===== config.mk =====
export PLATFORM = sky130hd
export DESIGN_NAME = reg_file
export DESIGN_NICKNAME = d
export VERILOG_FILES = /design/src/rtl/reg_file.sv
export SDC_FILE = /design/constraint.sdc
export NUM_CORES = 2
export LEC_CHECK = 0
export BUFFER_PORTS_ARGS = -buffer_cell sky130_fd_sc_hd__buf_2
export CAP_MARGIN = 20
export CORE_ASPECT_RATIO = 1.25
export CORE_MARGIN = 5
export CORE_UTILIZATION = 60
export CTS_BUF_LIST = sky130_fd_sc_hd__clkbuf_8 sky130_fd_sc_hd__clkbuf_16
export CTS_CLUSTER_DIAMETER = 30
export CTS_CLUSTER_SIZE = 25
export DETAILED_ROUTE_END_ITERATION = 12
export PLACE_DENSITY = 0.76
export SLEW_MARGIN = 30
export SYNTH_ARGS = -nofsm -noshare
export SYNTH_HDL_FRONTEND = slang
export SYNTH_SLANG_ARGS = --single-unit
export TNS_END_PERCENT = 30

===== constraint.sdc =====
create_clock -name clk -period 7.5 [get_ports clk]
set_input_delay 1.5 -clock clk [delete_from_list [all_inputs] [get_ports clk]]
set_output_delay 1.5 -clock clk [all_outputs]
set_load 0.05 [all_outputs]

===== src/rtl/reg_file.sv =====
// RV32I integer register file: 32 x 32-bit, two combinational read ports,
// one synchronous write port, x0 hardwired to zero.
//
// Ports:
//   clk         rising-edge clock
//   reset       synchronous active-high clear of all registers
//   RegWrite    write enable
//   Rs1, Rs2    read indices
//   Rd          write index
//   Write_data  write data
//   read_data1  regs[Rs1], zero when Rs1 == 0
//   read_data2  regs[Rs2], zero when Rs2 == 0

module reg_file (
  input  logic        clk,
  input  logic        reset,
  input  logic        RegWrite,
  input  logic [4:0]  Rs1,
  input  logic [4:0]  Rs2,
  input  logic [4:0]  Rd,
  input  logic [31:0] Write_data,
  output logic [31:0] read_data1,
  output logic [31:0] read_data2
);

  logic [31:0] regs [32];
  logic        wr_en;

  // x0 is never written, so writes to index 0 are dropped here.
  assign wr_en = RegWrite && (Rd != 5'd0);

  // Reset wins over a write in the same cycle.
  always_ff @(posedge clk) begin
    if (reset) begin
      for (int i = 0; i < 32; i++) begin
        regs[i] <= '0;
      end
    end else if (wr_en) begin
      regs[Rd] <= Write_data;
    end
  end

  // No write-to-read bypass: a same-cycle read of Rd sees the old value.
  // Index 0 is forced to zero so x0 never depends on array contents.
  assign read_data1 = (Rs1 == 5'd0) ? '0 : regs[Rs1];
  assign read_data2 = (Rs2 == 5'd0) ? '0 : regs[Rs2];

endmodule


==> impl.org <==
** Status
- The flow ran to the end, and the final reports show no timing, DRC or antenna violations.

** Placement
- HPWL after DPL :: 102 mm
- Count of port buffers added during placement :: 113
- After detailed placement, the design holds a cell count of 4,572.
- Placer congestion estimate :: 0.885

** Die
- Die area :: 0.0965 mm^2
- Ports :: 114
- Number of placement rows :: 123
- Y dimension of the die :: 346 um
- CORE AREA :: 0.0899 mm^2
- Die extent in x :: 279 um
- For this configuration, the core starts out at a cell density of 60.3%.

** Power and ir drop
- Across the VDD grid, the largest voltage drop is 0.234 mV.
- Switching power total :: 0.00403 W
- Cell internal power was estimated by the tool at 0.0119 W.
- Sequential group share of total power :: 42.8%
- Clock group share of total power :: 45.8%
- Switching share of power :: 25.4%
- Of the total power, combinational logic draws 11.4%.
- Total leakage power :: 21.4 nW
- For this design the ratio of total power to cell area is 259 mW/mm^2.

** Critical path
- Critical Path Max Stage Delay :: 750 ps
- Standard cell with the maximum stage delay on the critical path :: sky130_fd_sc_hd__a2111oi_1
- Maximum fanout count along the critical path :: 59
- Walking the worst path, the cells encountered are buf_6 > buf_4 > mux4_2 > a22o_1 > a2111oi_1 > nor3_1 > buf_2.
- Crit path capture type :: output pin
- Worst endpoint required time :: 6000 ps
- Broken down by cell family, the worst path's largest delay share belongs to buffers and inverters.
- Category of the critical setup timing path :: in2out
- Data arrival, critical path :: 4690 ps
- Together, buffers and inverters on the worst path number 3.
- The worst setup path is launched from an input port.

** Layout
- The finished layout holds 4,863 standard cells, fillers aside.
- Number of flip-flops in the largest register :: 1,024
- The multi-input combinational cells in the finished layout cover a total of 0.0220 mm^2.
- Fraction of layout instances using a drive strength above 1 :: 29.2%
- Area used by sequential logic in the layout :: 0.0307 mm^2
- Net total in the final layout :: 3,592
- Register with the most flip-flops :: regs
- Filler Cell Count :: 5,850
- Biggest registers after layout :: regs x1024
- Syn-to-layout area delta :: 13.1%

** Synth
- Yosys top cell area share :: 56.7%
- Sequential cells were found to cover 56.7% of the synthesized design area.
- Library cell with the highest instance count after synthesis :: sky130_fd_sc_hd__edfxtp_1
- By area the synthesized netlist is led by sky130_fd_sc_hd__edfxtp_1 57%, sky130_fd_sc_hd__mux4_2 20%, sky130_fd_sc_hd__and2_1 11%.
- Synth cell count leaders :: 1,024 x sky130_fd_sc_hd__edfxtp_1, 995 x sky130_fd_sc_hd__and2_1, 472 x sky130_fd_sc_hd__mux4_2
- Yosys Warn Count :: 0
- Ys flop type :: sky130_fd_sc_hd__edfxtp_1
- Synth area leader :: sky130_fd_sc_hd__edfxtp_1
- Yosys mapped a number of flops with a built-in enable equal to 1,024.
- Unique masters post-synth :: 42
- Flops & latches, synth :: 1,024
- Of all flip-flops after synthesis, the portion carrying an async set or reset was 0%.
- In this run the mean area of a mapped cell was 15.5 um^2.
- Summing every instance area after synthesis gives 0.0542 mm^2.
- Synthesis produced 3,502 cells.

** STA
- Number of hold violations in the final report :: 0
- Dividing the final minimum period by the clock period gives 82.5%.
- Pins over their slew limit :: 0
- Derived from the worst setup path, the maximum achievable clock frequency is 162 MHz.
- Setup_tns :: 0 ps
- The worst pin sits at a relative slew slack of 29.7%.
- Final setup violation count :: 0
- Transition at the pin with the smallest max-transition slack :: 1050 ps
- Setup repair after global routing left no endpoint under its margin.
- Final critical-path required period :: 6190 ps

** Hold path
- Classification of the worst-slack hold path :: in2reg

** Drt
- Remaining routing DRC violations :: 0
- Routed vias :: 35,700
- In this run the remaining antenna-violating nets after routing total 0.
- The first detailed-routing pass ran for 6 iterations.
- In the routed layout, each cell is associated on average with a via count of 7.33.
- Dividing the detail-routed wire length by the instance count gives 35.8 um.
- For this block, the routed nets add up to 174 mm of wire.
- After the first detailed-routing iteration, the DRC count stood at 5,744.

** CTS
- Number of levels in the clock H-tree :: 4
- Clock edge transition at the registers on the reported setup and hold paths :: 50 ps
- The clock passes through at most 3 buffers.
- Count of cells resized by post-cts repair :: 0
- Cts bufs inserted :: 155
- Hold buffer count at cts :: 0
- TritonCTS built the clock tree.
- Post-CTS Repair Setup Buffers :: 0
- The tree is rooted in a sky130_fd_sc_hd__clkbuf_16.
- Number of sinks driven by the clock tree :: 1,024

** Global routing
- Entering global routing, the biggest net connects 96 pins.
- Grt total ovfl :: 0
- The first global-routing pass estimated 249 mm of wire.
- In the global route stage, overall resource usage came out at 35.7%.
- The via count of the first global-routing pass was 36,600.
- Antenna violations before repair :: 10

** Job
- Max-cap violations :: 0
cell usage in the layout, fill, tap and decap left out, drive strengths merged, types with 43 or more instances in the layout:
cell	instances
and2	995
a2111oi	55
mux2i	150
clkinv	44
mux4	472
inv	43
nor3	54
edfxtp	1024
buf	239
o22ai	103
a22o	51
clkbuf	161
layout make-up:
type,count,area share (%)
Sequential cell,1024,50.1
Multi-Input combinational cell,2120,35.9
Clock buffer,161,6.57
Timing Repair Buffer,239,2.86
Tap cell,1187,2.42
Clock inverter,123,2.01
Antenna cell,7,0.0286
Inverter,2,0.0122
power groups by stage:
stage,combinational [W],clock [W],sequential (W)
global route,0.00185,0.00755,0.00683
finish,0.00181,0.00727,0.00681
CTS,0.00176,0.00728,0.00679
global placement,0.00172,0,0.00686
detailed placement,0.00175,0,0.00690
floorplan,0.00120,0,0.00682
per-layer routing:
metal  global-route usage, %  vias to the layer above  routed length, um
li1                        -                    13700                  -
met1                    45.1                    18000              56400
met2                    56.1                     3154              81600
met3                    11.2                      793              24900
met4                    18.6                        6              11000
met5                       0                        -                 38
cell families after synthesis:
logic type	after synthesis	synth area share, %
flops	1024	56.7
simple gates	1177	13.3
other cells	1	0.00691
compound gates	259	3.65
mux	652	23.0
buf+inv	389	3.31
final timing paths:
| check | startpoint | endpoint | slack, ps | cells past startpoint |
|---|---|---|---|---|
| worst max-delay path | Rs2[2] | read_data2[13] | 1310 | 7 |
| worst min-delay path | Write_data[27] | regs[13][27] | 1370 | 2 |
stage by stage:
step	cell area, um^2	util [%]	hold WS (ps)	total power, W	setup slack, ps
after floorplan	54300	-	1700	0.00802	1170
after global placement	56000	62.3	2110	0.00859	1480
after detailed placement	56000	62.3	2120	0.00865	1460
after CTS	61300	68.2	1330	0.0158	1460
after global routing	61300	68.2	1390	0.0162	1250
final	61300	68.2	1370	0.0159	1310
Power figures use the tool's default switching activity.
